`config.mk`:
```
export PLATFORM = sky130hd
export DESIGN_NAME = ball_engine
export DESIGN_NICKNAME = d
export VERILOG_FILES = /design/src/rtl/ball_engine.sv
export SDC_FILE = /design/constraint.sdc
export NUM_CORES = 1
export LEC_CHECK = 0
export ABC_CLOCK_PERIOD_IN_PS = 2820
export BUFFER_PORTS_ARGS = -buffer_cell sky130_fd_sc_hd__buf_4
export CAP_MARGIN = 25
export CORE_MARGIN = 2
export CORE_UTILIZATION = 50
export CTS_CLUSTER_DIAMETER = 200
export CTS_CLUSTER_SIZE = 8
export DETAILED_ROUTE_END_ITERATION = 6
export HOLD_SLACK_MARGIN = 0.05
export PLACE_DENSITY_LB_ADDON = 0.15
export SYNTH_ARGS = -nofsm -noshare
export SYNTH_HDL_FRONTEND = slang
export SYNTH_SLANG_ARGS = --single-unit
```
`constraint.sdc`:
```
create_clock -name clk -period 2.82 [get_ports clk]
set_input_delay 0.282 -clock clk [delete_from_list [all_inputs] [get_ports clk]]
set_output_delay 0.282 -clock clk [all_outputs]
set_load 0.05 [all_outputs]
```
`src/rtl/ball_engine.sv`:
```
// Tick-paced two-player ball game engine on a WIDTH x WIDTH matrix (SERVE/PLAY/POINT/OVER).
// Optional macro PADDLE_SPIN_EN: a paddle hit sets dx from which paddle cell the ball struck.
module ball_engine #(
    parameter int WIDTH        = 8,
    parameter int BIT_OF_WIDTH = 3,
    parameter int STEP_TICKS   = 4,
    parameter int SERVE_TICKS  = 8,
    parameter int HOLD_TICKS   = 8,
    parameter int WIN_SCORE    = 9
) (
    input  logic                    clk,
    input  logic                    rst,
    input  logic                    tick,
    input  logic                    top_left,
    input  logic                    top_right,
    input  logic                    down_left,
    input  logic                    down_right,
    input  logic                    start,
    output logic [BIT_OF_WIDTH-1:0] x_pos,
    output logic [BIT_OF_WIDTH-1:0] y_pos,
    output logic [2:0]              player_top,
    output logic [2:0]              player_down,
    output logic [3:0]              score_top,
    output logic [3:0]              score_down,
    output logic                    game_over
);
    typedef enum logic [1:0] {SERVE, PLAY, POINT, OVER} state_t;

    localparam logic [BIT_OF_WIDTH-1:0] X_MAX    = BIT_OF_WIDTH'(WIDTH - 1);
    localparam logic [BIT_OF_WIDTH-1:0] X_SERVE  = BIT_OF_WIDTH'(WIDTH / 2 - 1);
    localparam logic [BIT_OF_WIDTH-1:0] ROW_TOP  = BIT_OF_WIDTH'(1);
    localparam logic [BIT_OF_WIDTH-1:0] ROW_DOWN = BIT_OF_WIDTH'(WIDTH - 2);
    localparam logic [BIT_OF_WIDTH-1:0] ONE      = BIT_OF_WIDTH'(1);
    localparam logic [2:0] PAD_MAX    = 3'(WIDTH - 2);
    localparam logic [2:0] PAD_INIT   = 3'(WIDTH / 2 - 1);
    localparam logic [3:0] SERVE_LAST = 4'(SERVE_TICKS - 1);
    localparam logic [3:0] STEP_LAST  = 4'(STEP_TICKS - 1);
    localparam logic [3:0] HOLD_LAST  = 4'(HOLD_TICKS - 1);
    localparam logic [3:0] WIN        = 4'(WIN_SCORE);

    state_t                  state_reg, state_next;
    logic [3:0]              cnt_reg, cnt_next;
    logic [BIT_OF_WIDTH-1:0] x_reg, x_next, y_reg, y_next;
    // Direction bits: 1 means +1, 0 means -1
    logic                    dx_reg, dx_next, dy_reg, dy_next;
    logic                    serve_dx_reg, serve_dx_next;
    logic [1:0][2:0]         pad_reg, pad_next, pad_moved;   // [0] top, [1] down
    logic [3:0]              score_top_reg, score_top_next, score_down_reg, score_down_next;
    logic                    game_over_reg, game_over_next;

    logic [1:0] left_btn, right_btn;
    assign left_btn  = {down_left, top_left};
    assign right_btn = {down_right, top_right};

    genvar gi;
    generate
        for (gi = 0; gi < 2; gi++) begin : g_paddle
            assign pad_moved[gi] =
                (left_btn[gi] && !right_btn[gi] && pad_reg[gi] != 3'd0)    ? pad_reg[gi] - 3'd1 :
                (right_btn[gi] && !left_btn[gi] && pad_reg[gi] != PAD_MAX) ? pad_reg[gi] + 3'd1 :
                                                                              pad_reg[gi];
        end
    endgenerate

    logic                    chk_top, chk_down, at_left, at_right, hit, miss;
    logic                    dx_hit, wall, dx_step, dy_step;
    logic [BIT_OF_WIDTH-1:0] pad_l, pad_r, x_step, y_step;

    // Paddle test uses pre-move positions; paddle and wall reflections combine in one step
    always_comb begin
        chk_top  = (y_reg == ROW_TOP) && !dy_reg;
        chk_down = (y_reg == ROW_DOWN) && dy_reg;
        pad_l    = BIT_OF_WIDTH'(chk_top ? pad_reg[0] : pad_reg[1]);
        pad_r    = pad_l + ONE;
        at_left  = (x_reg == pad_l);
        at_right = (x_reg == pad_r);
        hit      = (chk_top || chk_down) && (at_left || at_right);
        miss     = (chk_top || chk_down) && !hit;
`ifdef PADDLE_SPIN_EN
        dx_hit   = hit ? at_right : dx_reg;
`else
        dx_hit   = dx_reg;
`endif
        wall     = (x_reg == '0 && !dx_hit) || (x_reg == X_MAX && dx_hit);
        dx_step  = wall ? ~dx_hit : dx_hit;
        dy_step  = hit ? ~dy_reg : dy_reg;
        x_step   = dx_step ? x_reg + ONE : x_reg - ONE;
        y_step   = dy_step ? y_reg + ONE : y_reg - ONE;
    end

    always_ff @(posedge clk) begin
        if (rst) begin
            state_reg      <= SERVE;
            cnt_reg        <= '0;
            x_reg          <= X_SERVE;
            y_reg          <= ROW_TOP;
            dx_reg         <= 1'b1;
            dy_reg         <= 1'b1;
            serve_dx_reg   <= 1'b1;
            pad_reg        <= {PAD_INIT, PAD_INIT};
            score_top_reg  <= '0;
            score_down_reg <= '0;
            game_over_reg  <= 1'b0;
        end else begin
            state_reg      <= state_next;
            cnt_reg        <= cnt_next;
            x_reg          <= x_next;
            y_reg          <= y_next;
            dx_reg         <= dx_next;
            dy_reg         <= dy_next;
            serve_dx_reg   <= serve_dx_next;
            pad_reg        <= pad_next;
            score_top_reg  <= score_top_next;
            score_down_reg <= score_down_next;
            game_over_reg  <= game_over_next;
        end
    end

    logic [3:0] score_top_inc, score_down_inc;
    logic       down_missed;

    always_comb begin
        state_next      = state_reg;
        cnt_next        = cnt_reg;
        x_next          = x_reg;
        y_next          = y_reg;
        dx_next         = dx_reg;
        dy_next         = dy_reg;
        serve_dx_next   = serve_dx_reg;
        pad_next        = pad_reg;
        score_top_next  = score_top_reg;
        score_down_next = score_down_reg;
        score_top_inc   = score_top_reg + 4'd1;
        score_down_inc  = score_down_reg + 4'd1;
        down_missed     = (y_reg == X_MAX);

        if (state_reg == OVER) begin
            if (start) begin
                state_next      = SERVE;
                cnt_next        = '0;
                x_next          = X_SERVE;
                y_next          = ROW_TOP;
                dx_next         = 1'b1;
                dy_next         = 1'b1;
                serve_dx_next   = 1'b1;
                score_top_next  = '0;
                score_down_next = '0;
            end
        end else if (tick) begin
            case (state_reg)
                SERVE: begin
                    pad_next = pad_moved;
                    if (cnt_reg == SERVE_LAST) begin
                        state_next = PLAY;
                        cnt_next   = '0;
                    end else begin
                        cnt_next = cnt_reg + 4'd1;
                    end
                end
                PLAY: begin
                    pad_next = pad_moved;
                    if (cnt_reg == STEP_LAST) begin
                        cnt_next = '0;
                        x_next   = x_step;
                        y_next   = y_step;
                        dx_next  = dx_step;
                        dy_next  = dy_step;
                        if (miss)
                            state_next = POINT;
                    end else begin
                        cnt_next = cnt_reg + 4'd1;
                    end
                end
                POINT: begin
                    if (cnt_reg == HOLD_LAST) begin
                        cnt_next = '0;
                        if (down_missed)
                            score_top_next = score_top_inc;
                        else
                            score_down_next = score_down_inc;
                        if ((down_missed ? score_top_inc : score_down_inc) == WIN) begin
                            state_next = OVER;
                        end else begin
                            // The player who conceded serves from their own row
                            state_next    = SERVE;
                            serve_dx_next = ~serve_dx_reg;
                            dx_next       = ~serve_dx_reg;
                            x_next        = X_SERVE;
                            y_next        = down_missed ? ROW_DOWN : ROW_TOP;
                            dy_next       = ~down_missed;
                        end
                    end else begin
                        cnt_next = cnt_reg + 4'd1;
                    end
                end
                default: ;
            endcase
        end
        game_over_next = (state_next == OVER);
    end

    assign x_pos       = x_reg;
    assign y_pos       = y_reg;
    assign player_top  = pad_reg[0];
    assign player_down = pad_reg[1];
    assign score_top   = score_top_reg;
    assign score_down  = score_down_reg;
    assign game_over   = game_over_reg;
endmodule
```
=== Word level (Yosys, flattened, before mapping) ===
Cells that the tools add are included.

* Register bits: 30
* Input bits: 8
* Output and inout bits: 21
* Word-level logic and storage cells: 161

* Reduce and logical (&&, ||, !) cells: 45
* Mux-type cells: 66
* Equal/unequal tests: 21
* Add/subtract/negate cells: 12
* Bitwise gates (word level): 5

{| class="wikitable"
|+ Operators with widths
! kind !! count
|-
| two-way mux 4 bit || 16
|-
| two-way mux 3 bit || 20
|-
| two-way mux 1 bit || 16
|-
| two-way mux 2 bit || 8
|-
| adder 3 x 1 -> 3 bit, second input constant || 5
|-
| inequality test 3 bit, second input constant || 5
|-
| AND reduction 5 bit || 3
|-
| logical AND 1 bit || 14
|-
| adder 4 x 1 -> 4 bit, second input constant || 3
|-
| one-hot mux 3 bit (2 select lines) || 2
|-
| nonzero test 2 bit || 6
|-
| nonzero test 3 bit || 4
|-
| subtractor 3 x 1 -> 3 bit, second input constant || 4
|-
| == test 3 bit, second input constant || 3
|-
| one-hot mux 4 bit (2 select lines) || 1
|-
| AND reduction 4 bit || 2
|-
| logical NOT 1 bit || 7
|-
| == test 2 bit, second input constant || 3
|-
| == test 3 bit || 2
|-
| one-hot mux 2 bit (3 select lines) || 1
|-
| AND reduction 6 bit || 1
|-
| inverter 1 bit || 5
|-
| == test 4 x 2 -> 1 bit, second input constant || 1
|-
| == test 4 x 3 -> 1 bit, second input constant || 1
|-
| 11 further kinds || 16
|}

=== Logic depth before layout (Yosys ltp) ===
* Depth after elaboration: 15
* Gate-level depth with buffers: 13
* Mapped depth without buffers: 13

=== Least setup slack after synthesis ===
Ideal clock, no wire load.

* Path kind: reg2reg
* Start: register y_reg[0], in the netlist y_pos[0]
* End: register dy_reg
* Buffers on the path: 0
* Clock period less this slack: 2924 ps
* Cell stages (with the launch flop): 12
* Data required time: 2698 ps
* Library setup time: 122 ps
* Data arrival time: 2803 ps
* Slack: -104 ps
* Cells stage by stage: dfxtp_1 ha_1 nor3b_4 mux2i_1 inv_1 ha_1 xor2_1 a21oi_1 a32oi_2 o21ai_1 nand3_1 a221o_1

* Word-level cells in the longest chain between the ends: 12
* Elaborated cells between the ends (all ways): 24
* Those cells by class: add/sub (1); eq/ne (7); mux (9); bitwise (1); reduce/logical (6)

{| class="wikitable"
|+ RTL lines
! what !! line !! RTL
|-
| start, declared || 43 || <nowiki>logic [BIT_OF_WIDTH-1:0] x_reg, x_next, y_reg, y_next;</nowiki>
|-
| start signal, assigned || 108 || <nowiki>y_reg <= y_next;</nowiki>
|-
| == test 3 x 1 -> 1 bit || 71 || <nowiki>chk_top = (y_reg == ROW_TOP) && !dy_reg;</nowiki>
|-
| logical AND 1 bit || 71 ||
|-
| two-way mux 3 bit || 73 || <nowiki>pad_l = BIT_OF_WIDTH'(chk_top ? pad_reg[0] : pad_reg[1]);</nowiki>
|-
| adder 3 x 1 -> 3 bit || 74 || <nowiki>pad_r = pad_l + ONE;</nowiki>
|-
| == test 3 bit || 76 || <nowiki>at_right = (x_reg == pad_r);</nowiki>
|-
| logical OR 1 bit || 77 || <nowiki>hit = (chk_top || chk_down) && (at_left || at_right);</nowiki>
|-
| logical AND 1 bit || 77 ||
|-
| two-way mux 1 bit || 86 || <nowiki>dy_step = hit ? ~dy_reg : dy_reg;</nowiki>
|-
| two-way mux 1 bit || 162 || <nowiki>if (cnt_reg == STEP_LAST) begin</nowiki>
|-
| one-hot mux 1 bit (2 select lines) || 150 || <nowiki>case (state_reg)</nowiki>
|-
| two-way mux 1 bit || 149 || <nowiki>end else if (tick) begin</nowiki>
|-
| two-way mux 1 bit || 137 || <nowiki>if (state_reg == OVER) begin</nowiki>
|-
| end signal, assigned || 110 || <nowiki>dy_reg <= dy_next;</nowiki>
|-
| end, declared || 45 || <nowiki>logic dx_reg, dx_next, dy_reg, dy_next;</nowiki>
|}

Several ways; a longest one is shown, not always the timed one. The select of a mux whose other input is x is not followed.
A chain may end at the register's enable or synchronous reset.

=== Final worst setup path ===
* Start: register y_reg[1], in the netlist y_pos[1]
* End: register dy_reg

The elaborated chain is that of the path after synthesis.

==> implementation parameters <==
Parameter                              Value

Run status
  Run status    complete, no violations

CTS
  CTS Sinks    30
  Skew-Pair Late Insertion Delay    roughly 0.28 ns
  Clock tree from TritonCTS    built
  Number of hold-repair buffers added at the cts stage    0
  Clock root buffer    clkbuf_8
  Clock slew seen by the registers of the worst setup and hold paths    about 0.070 ns
  Htree depth    2
  CTS Buf Count    5
  Buffers from clock root to sink, at most    2

Worst setup path
  Critical path start-end classification    reg2reg
  Reg-to-reg critical path startpoint    y_pos[1]
  Data required time at the worst endpoint    roughly 3.0 ns
  Largest incremental delay on the critical path    between 0.3 and 0.4 ns
  Reg-to-reg critical path endpoint    dy_reg
  Crit start category    flop
  Slack of the worst reg-to-reg path    ~0.19 ns
  CP max-delay cell    dfxtp_2
  Worst endpoint data arrival time    ~2.8 ns
  Critical Path Start    y_pos[1]
  Worst-path cell chain    inv_2 > ha_1 > nor3b_4 > mux2i_2 > inv_1 > ha_1 > xor2_1 > a21oi_1 > a32oi_2 > o21ai_1 > nand3_1 > a221o_1
  Worst-path fanout max    5
  Destination of the critical timing path    dy_reg
  Crit-path most repeated cell    ha_1
  Depth of the worst register-to-register path    12
  Worst Setup End Kind    flop

Yosys
  Synthesized cell area    roughly 0.002 sq mm
  Share of synthesized flip-flops with an asynchronous set or reset    0%
  Yosys cell types    47
  Number of nets produced by synthesis    ~280
  Share of the synthesized area in compound gates (AO/OA/AOI/OAI)    between 10% and 20%
  Area fraction in and, or, nand and nor cells after synthesis    a little over a quarter
  Mean instance size in the synthesized netlist    approximately 7.8 sq um
  Dominant combinational cell family by area after synthesis    simple AND/OR/NAND/NOR gates
  Syn. warnings    0
  Main synth FF type    dfxtp_1
  Adder and majority gate portion of the synthesized area    around 8.6%
  Share of the yosys chip area belonging to registers    about 30%
  Area share of xor/xnor cells in the synthesized design    under 10%
  Multiplexer area fraction after synthesis    approximately 3.0%
  Count of flip-flops with a built-in enable after synthesis    0
  Number of cells produced by synthesis    257
  Synth Register Bits    30

GRT
  Via count of the first global-routing pass    between 1500 and 2000
  Global-route wire length before repair    approximately 7400 um
  Total GRT Usage    21.2%
  Largest net degree at the start of global routing    31
  Initial antenna violation count    0
  Final global-route overflow total    0

Timing
  Maximum operating frequency    380 MHz
  Worst-Margin Slew    between 0.4 and 0.5 ns
  Setup repair after global routing missed its margin    no
  Final Hold Vio Count    0
  Final setup viols    0
  Setup clock skew after layout    0.00396 ns
  Setup slack after layout    roughly 0.19 ns
  Share of the cycle needed by the critical path after routing    between 90 and 100%
  Worst hold slack after final layout    approximately 0.34 ns
  Final Max Slew Viols    0
  Min Clock Period, post-route    roughly 2.6 ns
  Worst rel slew slack    70.8%
  TNS Setup    0 ns

Die
  Top Ports    29
  Die height    67.3 um
  Horizontal die dimension    67.3 um
  Core area    between 0.003 and 0.004 sq mm
  Standard-cell row count    23
  Die area    approximately 0.0045 sq mm
  Starting Density    about half

Cells and area
  Final core area utilization    62.0%
  Fill count    409
  # diodes    0
  Layout Nets    ~310
  Fraction of layout instances using a drive strength above 1    between 15 and 20%
  Synthesis-to-finish area growth    21.2%

Placement
  DP Worst Slack    approximately 0.12 ns
  RePlAce Congestion    0.836
  Final HPWL from detailed placement    around 3200 um
  Number of buffers added on ports    28

Detailed routing
  Overall via count from detail_route    1846
  Remaining routing DRC violations    0
  Average wire length per cell after detail routing    about 13 um
  Highest routing layer actually used    met4
  Post-route antenna net violation count    0
  Vias per std cell    between 5 and 6
  Wl on met1    about 2200 um
  Met2 WL    slightly below 2000 um
  Iteration count of the initial detailed-routing pass    4
  Amount of wire on met3 after detailed routing    124 um
  Routed WL    4370 um
  Iteration-0 DRC count of the detailed router    between 100 and 150

Pwr
  IR drop worst, VDD    0.379 mV
  Leakage    approximately 1 nW
  Post-layout power    about 1.1 mW
  Power density over the cells    449 mW/mm^2

Job
  Max-cap violations    0

Hold path
  Worst hold-check path type    in2reg
layout by cell type (no fill, tap or decap), drive strengths merged, types with 11 or more instances in the layout:
cell / count
buf: 37
nand3: 11
xnor2: 11
inv: 15
a21oi: 25
nor2: 28
o21ai: 16
nand2: 21
dfxtp: 30
metrics by stage:
step / instance area, sq um / instances
final: 2430 / 342
after CTS: 2390 / 339
after global placement: 2280 / 331
after detailed placement: 2280 / 331
after floorplan: 2010 / 257
after global routing: 2430 / 342
worst max-delay path: cells and delay by family (launching register included):
kind | cells | cell delay [ns]
compound gates | 4 | 0.82
xor+xnor | 1 | 0.14
fa+ha+maj | 2 | 0.43
buf+inv | 2 | 0.14
flops | 1 | 0.34
mux | 1 | 0.27
simple gates | 2 | 0.38
timing repair:
action                                  in CTS  in global routing
buffers inserted                             0                  3
gates resized for setup                      0                  4
endpoints found under the setup margin       0                  3
metal layers:
layer	vias up	track usage, %
li1	955	-
met1	855	27.7
met2	30	34.8
met3	6	4.17
met4	0	7.40
met5	-	0
Yosys cell counts, types with 2 or more instances:
master,instances,area share [%]
nand2_1,20,3.7
inv_2,2,0.37
mux2i_1,6,3.0
xor2_1,8,3.5
o21bai_1,2,0.75
or3_1,3,0.94
clkbuf_1,8,1.5
o21ai_0,8,2.0
and2_1,6,1.9
o2111ai_1,2,0.87
or2_1,3,0.94
o21ai_1,8,2.0
nand3_1,11,2.7
nor2_1,28,5.2
a21oi_1,25,6.2
nand3b_1,2,0.75
a211o_1,3,1.3
nor4_1,2,0.62
a21boi_1,2,0.75
nor3_1,7,1.7
nand2b_1,9,2.8
xnor2_1,11,4.8
nor2b_1,5,1.6
inv_1,13,2.4
ha_1,9,5.6
fa_1,3,3.0
buf_2,2,0.50
dfxtp_1,30,30
logic make-up after synthesis:
logic type	count (synthesis)
compound gates	62
flops	30
simple gates	103
xor+xnor	19
mux	6
buf+inv	25
fa+ha+maj	12
layout make-up:
type	count	area [sq um]	area share [%]
multi-input combinational	202	1320	54.2
sequential	30	603	24.8
timing repair buffer	37	282	11.6
clock buffer	5	68.8	2.84
tap	50	62.6	2.58
inverter	15	56.3	2.32
clock inverter	3	40.0	1.65
report_power, final:
group / internal [mW] / switching (mW) / total, mW
Clock: 0.260 / 0.162 / 0.422
Sequential: 0.439 / 0.0224 / 0.462
Combinational: 0.0856 / 0.122 / 0.207
Total: 0.784 / 0.307 / 1.09
worst min path at each step:
stage / to / slack (ns) / cells after the start / start
after floorplan: serve_dx_reg / 0.44 / 1 / serve_dx_reg
after global placement: dx_hit / 0.47 / 1 / dx_hit
after detailed placement: dx_hit / 0.48 / 1 / dx_hit
after CTS: cnt_reg[2] / 0.33 / 4 / start
after global routing: game_over / 0.35 / 4 / start
final: cnt_reg[2] / 0.34 / 4 / start
No activity file was read; power rests on OpenSTA's default activity.
